## src/rtl/cache_pkg.sv

```systemverilog
// Shared definitions for the cache line mover and the 8 KB byte-enabled cache data array.
// Holds the mover state encoding and the array/line geometry.
package cache_pkg;

  typedef enum logic [2:0] {
    ST_IDLE      = 3'd0,
    ST_WB_RD     = 3'd1,
    ST_WB_CAP    = 3'd2,
    ST_WB_SEND   = 3'd3,
    ST_FILL_REQ  = 3'd4,
    ST_FILL_DATA = 3'd5,
    ST_DONE      = 3'd6
  } state_t;

  localparam int BEAT_BYTES = 8;
  localparam int LANE_BITS  = $clog2(BEAT_BYTES);
  localparam int ARR_AW     = 13;
  localparam int ARR_DW     = 64;
  localparam int ARR_LANES  = ARR_DW / 8;

  function automatic int line_ofs_bits(input int line_beats);
    return $clog2(line_beats * BEAT_BYTES);
  endfunction

  localparam int LINE_BEATS_DFLT = 4;
  localparam int LINE_OFS_BITS   = line_ofs_bits(LINE_BEATS_DFLT);

endpackage

```

## src/rtl/cache_line_mover.sv

```systemverilog
// Moves one cache line between the data array and the external bus: optional victim
// writeback (array -> bus) followed by optional refill (bus -> array).
module cache_line_mover
  import cache_pkg::*;
#(
  parameter int LINE_BEATS = 4,
  parameter int AW         = ARR_AW,
  parameter int BAW        = 32
) (
  input  logic                 clk,
  input  logic                 rst_n,
  input  logic                 req_valid,
  output logic                 req_ready,
  input  logic                 req_wb,
  input  logic                 req_fill,
  input  logic [AW-1:0]        req_line,
  input  logic [BAW-1:0]       req_wb_addr,
  input  logic [BAW-1:0]       req_fill_addr,
  output logic                 done,
  output logic                 err,
  output logic [AW-1:0]        c_raddr,
  input  logic [ARR_DW-1:0]    c_rdata,
  output logic [AW-1:0]        c_waddr,
  output logic [ARR_DW-1:0]    c_wdata,
  output logic                 c_we,
  output logic [ARR_LANES-1:0] c_bsel,
  output logic                 bus_wvalid,
  input  logic                 bus_wready,
  output logic [BAW-1:0]       bus_waddr,
  output logic [ARR_DW-1:0]    bus_wdata,
  output logic                 bus_wlast,
  output logic                 bus_rreq,
  output logic [BAW-1:0]       bus_raddr,
  input  logic                 bus_rvalid,
  input  logic [ARR_DW-1:0]    bus_rdata,
  input  logic                 bus_rlast,
  output state_t               dbg_state
);

  localparam int BW = $clog2(LINE_BEATS);
  localparam logic [AW-1:0]  A_OFS_MASK = AW'(LINE_BEATS * BEAT_BYTES - 1);
  localparam logic [BAW-1:0] B_OFS_MASK = BAW'(LINE_BEATS * BEAT_BYTES - 1);
  localparam logic [BW-1:0]  LAST_BEAT  = BW'(LINE_BEATS - 1);

  // Beat offset only spans the in-line bits, so line + offset never carries past the base.
  function automatic logic [AW-1:0] beat_ofs(input logic [BW-1:0] b);
    return AW'({b, {LANE_BITS{1'b0}}});
  endfunction

  state_t               state_q, state_d;
  logic [BW-1:0]        beat_q, beat_d;
  logic [AW-1:0]        line_q, line_d;
  logic [BAW-1:0]       wb_addr_q, wb_addr_d;
  logic [BAW-1:0]       fill_addr_q, fill_addr_d;
  logic                 fill_flag_q, fill_flag_d;
  logic                 err_q, err_d;
  logic                 done_q, done_d;
  logic [ARR_DW-1:0]    wb_buf_q, wb_buf_d;
  logic [AW-1:0]        c_raddr_q, c_raddr_d;
  logic [AW-1:0]        c_waddr_q, c_waddr_d;
  logic [ARR_DW-1:0]    c_wdata_q, c_wdata_d;
  logic                 c_we_q, c_we_d;
  logic [ARR_LANES-1:0] c_bsel_q, c_bsel_d;
  logic                 bus_wvalid_q, bus_wvalid_d;
  logic                 bus_wlast_q, bus_wlast_d;
  logic                 bus_rreq_q, bus_rreq_d;

  // Handshakes: a request is taken on a clock edge where req_valid && req_ready; a
  // writeback beat is taken where bus_wvalid && bus_wready, with bus_wdata/bus_wlast held
  // until then; refill beats have no backpressure and are taken on every bus_rvalid.
  always_comb begin
    state_d     = state_q;
    beat_d      = beat_q;
    line_d      = line_q;
    wb_addr_d   = wb_addr_q;
    fill_addr_d = fill_addr_q;
    fill_flag_d = fill_flag_q;
    err_d       = err_q;
    wb_buf_d    = wb_buf_q;
    done_d      = (state_q == ST_DONE);
    c_waddr_d   = '0;
    c_wdata_d   = '0;
    c_we_d      = 1'b0;
    c_bsel_d    = '0;

    case (state_q)
      ST_IDLE: begin
        if (req_valid) begin
          line_d      = req_line & ~A_OFS_MASK;
          wb_addr_d   = req_wb_addr & ~B_OFS_MASK;
          fill_addr_d = req_fill_addr & ~B_OFS_MASK;
          fill_flag_d = req_fill;
          err_d       = 1'b0;
          beat_d      = '0;
          if (req_wb)        state_d = ST_WB_RD;
          else if (req_fill) state_d = ST_FILL_REQ;
          else               state_d = ST_DONE;
        end
      end
      ST_WB_RD:  state_d = ST_WB_CAP;
      ST_WB_CAP: begin
        wb_buf_d = c_rdata;
        state_d  = ST_WB_SEND;
      end
      ST_WB_SEND: begin
        if (bus_wready) begin
          if (beat_q == LAST_BEAT) begin
            state_d = fill_flag_q ? ST_FILL_REQ : ST_DONE;
          end else begin
            beat_d  = beat_q + 1'b1;
            state_d = ST_WB_RD;
          end
        end
      end
      ST_FILL_REQ: begin
        beat_d  = '0;
        state_d = ST_FILL_DATA;
      end
      ST_FILL_DATA: begin
        if (bus_rvalid) begin
          c_we_d    = 1'b1;
          c_bsel_d  = '1;
          c_waddr_d = line_q | beat_ofs(beat_q);
          c_wdata_d = bus_rdata;
          beat_d    = beat_q + 1'b1;
          // A missing rlast still completes the line; an early rlast truncates it.
          if (beat_q == LAST_BEAT) begin
            state_d = ST_DONE;
            if (!bus_rlast) err_d = 1'b1;
          end else if (bus_rlast) begin
            err_d   = 1'b1;
            state_d = ST_DONE;
          end
        end
      end
      ST_DONE: state_d = ST_IDLE;
      default: state_d = ST_IDLE;
    endcase

    c_raddr_d    = (state_d == ST_WB_RD) ? (line_d | beat_ofs(beat_d)) : '0;
    bus_wvalid_d = (state_d == ST_WB_SEND);
    bus_wlast_d  = (state_d == ST_WB_SEND) && (beat_d == LAST_BEAT);
    bus_rreq_d   = (state_d == ST_FILL_REQ);
  end

  always_ff @(posedge clk or negedge rst_n) begin
    if (!rst_n) begin
      state_q      <= ST_IDLE;
      beat_q       <= '0;
      line_q       <= '0;
      wb_addr_q    <= '0;
      fill_addr_q  <= '0;
      fill_flag_q  <= 1'b0;
      err_q        <= 1'b0;
      done_q       <= 1'b0;
      wb_buf_q     <= '0;
      c_raddr_q    <= '0;
      c_waddr_q    <= '0;
      c_wdata_q    <= '0;
      c_we_q       <= 1'b0;
      c_bsel_q     <= '0;
      bus_wvalid_q <= 1'b0;
      bus_wlast_q  <= 1'b0;
      bus_rreq_q   <= 1'b0;
    end else begin
      state_q      <= state_d;
      beat_q       <= beat_d;
      line_q       <= line_d;
      wb_addr_q    <= wb_addr_d;
      fill_addr_q  <= fill_addr_d;
      fill_flag_q  <= fill_flag_d;
      err_q        <= err_d;
      done_q       <= done_d;
      wb_buf_q     <= wb_buf_d;
      c_raddr_q    <= c_raddr_d;
      c_waddr_q    <= c_waddr_d;
      c_wdata_q    <= c_wdata_d;
      c_we_q       <= c_we_d;
      c_bsel_q     <= c_bsel_d;
      bus_wvalid_q <= bus_wvalid_d;
      bus_wlast_q  <= bus_wlast_d;
      bus_rreq_q   <= bus_rreq_d;
    end
  end

  assign req_ready  = (state_q == ST_IDLE);
  assign done       = done_q;
  assign err        = err_q;
  assign c_raddr    = c_raddr_q;
  assign c_waddr    = c_waddr_q;
  assign c_wdata    = c_wdata_q;
  assign c_we       = c_we_q;
  assign c_bsel     = c_bsel_q;
  assign bus_wvalid = bus_wvalid_q;
  assign bus_waddr  = wb_addr_q;
  assign bus_wdata  = wb_buf_q;
  assign bus_wlast  = bus_wlast_q;
  assign bus_rreq   = bus_rreq_q;
  assign bus_raddr  = fill_addr_q;
  assign dbg_state  = state_q;

endmodule

```

## config.mk

```make
export PLATFORM = sky130hd
export DESIGN_NAME = cache_line_mover
export DESIGN_NICKNAME = d
export VERILOG_FILES = /design/src/rtl/cache_pkg.sv /design/src/rtl/cache_line_mover.sv
export SDC_FILE = /design/constraint.sdc
export NUM_CORES = 1
export LEC_CHECK = 0
export BUFFER_PORTS_ARGS = -buffer_cell sky130_fd_sc_hd__buf_4
export CORE_AREA = 2 2 176 178
export DETAILED_ROUTE_END_ITERATION = 12
export DIE_AREA = 0 0 178 180
export HOLD_SLACK_MARGIN = 0.02
export SYNTH_ARGS = -nofsm -noshare
export SYNTH_HDL_FRONTEND = slang
export SYNTH_SLANG_ARGS = --single-unit
```

## constraint.sdc

```tcl
create_clock -name clk -period 2.56 [get_ports clk]
set_input_delay 0.128 -clock clk [delete_from_list [all_inputs] [get_ports clk]]
set_output_delay 0.128 -clock clk [all_outputs]
set_load 0.02 [all_outputs]
```

==> metrics.md <==
| Metric | Value |
|---|---|
| Outcome | completed |
| Source of the worst hold timing path | req_wb |
| Family of cells with the greatest summed delay on the critical path | buffers and inverters |
| Clk slew on worst S/H paths | 60 ps |
| Cell with the most instances after synthesis | sky130_fd_sc_hd__dfrtp_1 |
| Buffer cell driving the clock tree root | sky130_fd_sc_hd__clkbuf_16 |
| Slew at the pin closest to its max-slew limit | 693.0 ps |
| Achievable clock frequency | approximately 460 MHz |
| Routed length on met3 | between 2 and 2.5 mm |
| Nets | 1510 |
| Power Internal | between 10 and 15 mW |
| Via count | roughly 7100 |
| Endpoint of the worst register-to-register path | dbg_state[1]$_DFF_PN0_ |
| DPL Wire Length | 17.46 mm |
| Finish-stage setup viols | 0 |
| Sequential cell area fraction in the yosys report | 68.21% |
| Worst-case clock skew | 9.475 ps |
| Length of the first detailed-routing pass in iterations | 4 |
| Area of the die | roughly 32000 sq um |
| Unrepaired setup endpoints after global routing | no |
| Number of global-route vias before repair | 7548 |
| Yosys reg bits | ~230 |
| CTS buffer count | 26 |
| Top post-synthesis cells by count | sky130_fd_sc_hd__dfrtp_1, sky130_fd_sc_hd__nand2_1, sky130_fd_sc_hd__and2_1, sky130_fd_sc_hd__mux2_2, sky130_fd_sc_hd__buf_4 |
| Post-route insts no fill | around 1700 |
| Sequential fraction of design power | 35.5% |
| Setup total negative slack | 0 ps |
| Primary flip-flop cell chosen by synthesis mapping | sky130_fd_sc_hd__dfrtp_1 |
| Maximum vdd drop | just under 0.0006 V |
| Number of DRC markers after the initial detailed-route iteration | 230 |
| Part of the power in the clock network | ~25% |
| Vertical extent of the die | 180 um |
| Area inside the core boundary | 30190 sq um |
| Mapped Area | 8548 sq um |
| Clock Sink Count | 233 |
| Slowest library cell on the worst path | sky130_fd_sc_hd__dlygate4sd3_1 |
| Worst R2R Setup Slack | 380 ps |
| Syn Area/Cell | 12.74 sq um |
| Final hold vios | 0 |
| Number of core rows | 64 |
| Total global-route track usage | between 10% and 20% |
| YS warnings | 0 |
| Lkg Pwr | 7.695 nW |
| TritonCTS clock tree | done |
| Min cycle time layout | 2180 ps |
| Pin count of the biggest net entering global routing | 78 |
| Count of cell types in the netlist | 38 |
| Routed wire length on met2 | 13.83 mm |
| Wire length of the first global-routing pass | 41.14 mm |
| I/O pin total | 449 |
| Effective utilization at floorplan | 28.32% |
| Top-area cell type share of the netlist area | between 60% and 70% |
| Net switching share of the total power | approximately 35% |
| Crit-path max FO | 11 |
| Residual overflow from global routing | 0 |
| Proportion of layout cells with a drive suffix above 1 | 42.19% |
| Final Max Tran Viols | 0 |
| Routability Congestion | 0.7669 |
| CTS Buffer Depth | 3 |
| Multi-input gate area | 2437 sq um |
| Total placed cells including tap cells | approximately 1500 |
| Count of cells along the worst register-to-register path | 5 |
| Kind of path behind the tightest hold check | in2reg |
| Required @ worst endpoint | between 3000 and 4000 ps |
| Ordered list of cells on the worst path | buf_4 -> nor3_1 -> nand2_2 -> o311ai_4 -> dlygate4sd3_1 |
| Critical Path Sink Type | register |
| Hold-critical path endpoint | dbg_state[0]$_DFF_PN0_ |
| Fraction of registers with async set or reset after synthesis | 100.0% |
| Worst hold path stage count | 3 |
| Cell type contributing the most total cell area after synthesis | sky130_fd_sc_hd__dfrtp_1 |
| Launching element type of the critical path | register |
| Maxcap violations | 0 |
| Number of levels in the clock H-tree | 1 |
| Area grow syn2layout | 75.76% |
| PwrDens | ~1000 nW/um^2 |
| Relative contribution of combinational cells to total power | 39.9% |
| Power spent charging and discharging nets | ~5.3 mW |
| Detailed-route vias per instance | between 4 and 5 |
| WL per Instance | 15.57 um |
| Max-slew headroom | 53.80% |
| Die outline width | 178 um |
| Critical path class | reg2reg |
| DRC errors left | 0 |
| CP peak stage delay | 620 ps |
| Resize count post-CTS | 0 |
| Highest Signal Layer | met5 |
| Synth top area cells | sky130_fd_sc_hd__dfrtp_1, sky130_fd_sc_hd__mux2_2, sky130_fd_sc_hd__nand2_1 |
| Routed length on met1 | 9.665 mm |
| Arrival time of data at the critical path endpoint | 2640 ps |
| Final Cycle Share | 85.14% |
| FF-to-FF Start | dbg_state[0]$_DFF_PN0_ |
| Antenna violations before repair | 2 |
| Fillers | 2617 |
| Number of buffer and inverter instances along the worst setup path | 2 |
| Number of buffers added on ports | 423 |
| Sequential Area | 5831 sq um |
| Number of enable flip-flop cells after synthesis | 0 |
| ANT nets after route | 0 |
| Clk Latency, worst-skew pair | 520 ps |
| Syn Inst Count | 671 |
| Detailed-route wire length | around 27 mm |
==> timing repair <==
item                      4_1_cts  5_1_grt
hold buffers                  195        0
hold endpoints to repair      303        0
buffers inserted                0        0
==> per-stage QoR <==
stage	power (mW)	hold slack [ps]	instance area, sq um	setup WS [ps]	util (%)
floorplan	8.670	-167.6	8582	457.0	-
global placement	11.31	143.9	12200	445.7	40.40
detailed placement	11.43	152.3	12200	399.9	40.40
CTS	15.58	20.46	15020	367.5	49.76
global route	16.27	48.24	15020	252.5	49.77
finish	15.38	60.69	15020	380.4	49.77
==> flip-flops by register name, summed over array words and instances (netlist names), 2 cells and up <==
signal     flops
c_raddr       13
bus_waddr     27
c_waddr       13
line_q        13
beat_q         2
bus_wdata     64
dbg_state      3
c_wdata       64
bus_raddr     27
==> cells by family after synthesis <==
logic type | count (synthesis) | synth area share (%)
AO/OA/AOI/OAI | 16 | 1.669
XOR/XNOR | 1 | 0.1025
adder cells (fa/ha/maj) | 4 | 0.5855
buffers and inverters | 59 | 3.776
flip-flops | 233 | 68.21
multiplexers | 72 | 9.485
other | 1 | 0.04387
AND/OR/NAND/NOR | 285 | 16.13
==> metal layers <==
metal	vias up	track usage, %
met4	2	6.131
met1	3431	17.61
met2	284	29.38
met3	54	4.251
li1	3367	-
met5	-	0
==> power groups by stage <==
stage | clock network (mW) | logic, mW | registers, mW
after floorplan | 0 | 1.97 | 6.70
after global placement | 0 | 5.85 | 5.46
after detailed placement | 0 | 5.92 | 5.50
after CTS | 3.92 | 6.19 | 5.46
after global routing | 4.07 | 6.57 | 5.64
final | 3.78 | 6.14 | 5.46
==> worst register-to-register path: stages, from the launching register on <==
cell and delay [ps]:
sky130_fd_sc_hd__dfrtp_1 450, sky130_fd_sc_hd__buf_4 210, sky130_fd_sc_hd__nor3_1 290, sky130_fd_sc_hd__nand2_2 130, sky130_fd_sc_hd__o311ai_4 410, sky130_fd_sc_hd__dlygate4sd3_1 620
==> cell type report <==
class                   count  share of cell area, %
flip-flops and latches    233                  38.81
repair buffers            635                  35.61
clock buffers              42                  5.271
clock inverters             6                 0.5496
well taps                 396                  3.298
multi-input cells         388                  16.22
inverters                   9                 0.2249
diodes                      1                0.01666
==> how the worst max path moves through the flow <==
stage	startpoint	end	slack, ps	cells after the start
6_report	dbg_state[0]$_DFF_PN0_	dbg_state[1]$_DFF_PN0_	380	5
5_1_grt	dbg_state[0]$_DFF_PN0_	dbg_state[1]$_DFF_PN0_	250	5
4_1_cts	dbg_state[0]$_DFF_PN0_	dbg_state[1]$_DFF_PN0_	370	5
3_5_place_dp	dbg_state[2]$_DFF_PN0_	c_raddr[6]$_DFF_PN0_	400	4
3_3_place_gp	dbg_state[2]$_DFF_PN0_	c_raddr[6]$_DFF_PN0_	450	4
2_1_floorplan	dbg_state[0]$_DFF_PN0_	c_raddr[3]$_DFF_PN0_	460	5
==> placed cells by master (no fill, tap or decap), types with 3 or more instances in the layout <==
cell type                       instances
sky130_fd_sc_hd__o21ai_0                3
sky130_fd_sc_hd__mux2_2                66
sky130_fd_sc_hd__buf_4                432
sky130_fd_sc_hd__clkbuf_8               6
sky130_fd_sc_hd__buf_12                 7
sky130_fd_sc_hd__clkbuf_16             27
sky130_fd_sc_hd__clkinv_2               3
sky130_fd_sc_hd__dlygate4sd3_1        195
sky130_fd_sc_hd__and2_1                75
sky130_fd_sc_hd__nand2_1              171
sky130_fd_sc_hd__nor3_1                 5
sky130_fd_sc_hd__nor2b_1                4
sky130_fd_sc_hd__a211oi_1               3
sky130_fd_sc_hd__nor2_1                 6
sky130_fd_sc_hd__dfrtp_1              233
sky130_fd_sc_hd__nor3b_1               12
sky130_fd_sc_hd__clkbuf_1               9
sky130_fd_sc_hd__conb_1                10
sky130_fd_sc_hd__mux2_1                 6
sky130_fd_sc_hd__ha_1                   4
sky130_fd_sc_hd__inv_1                  8
Power figures use the tool's default switching activity.
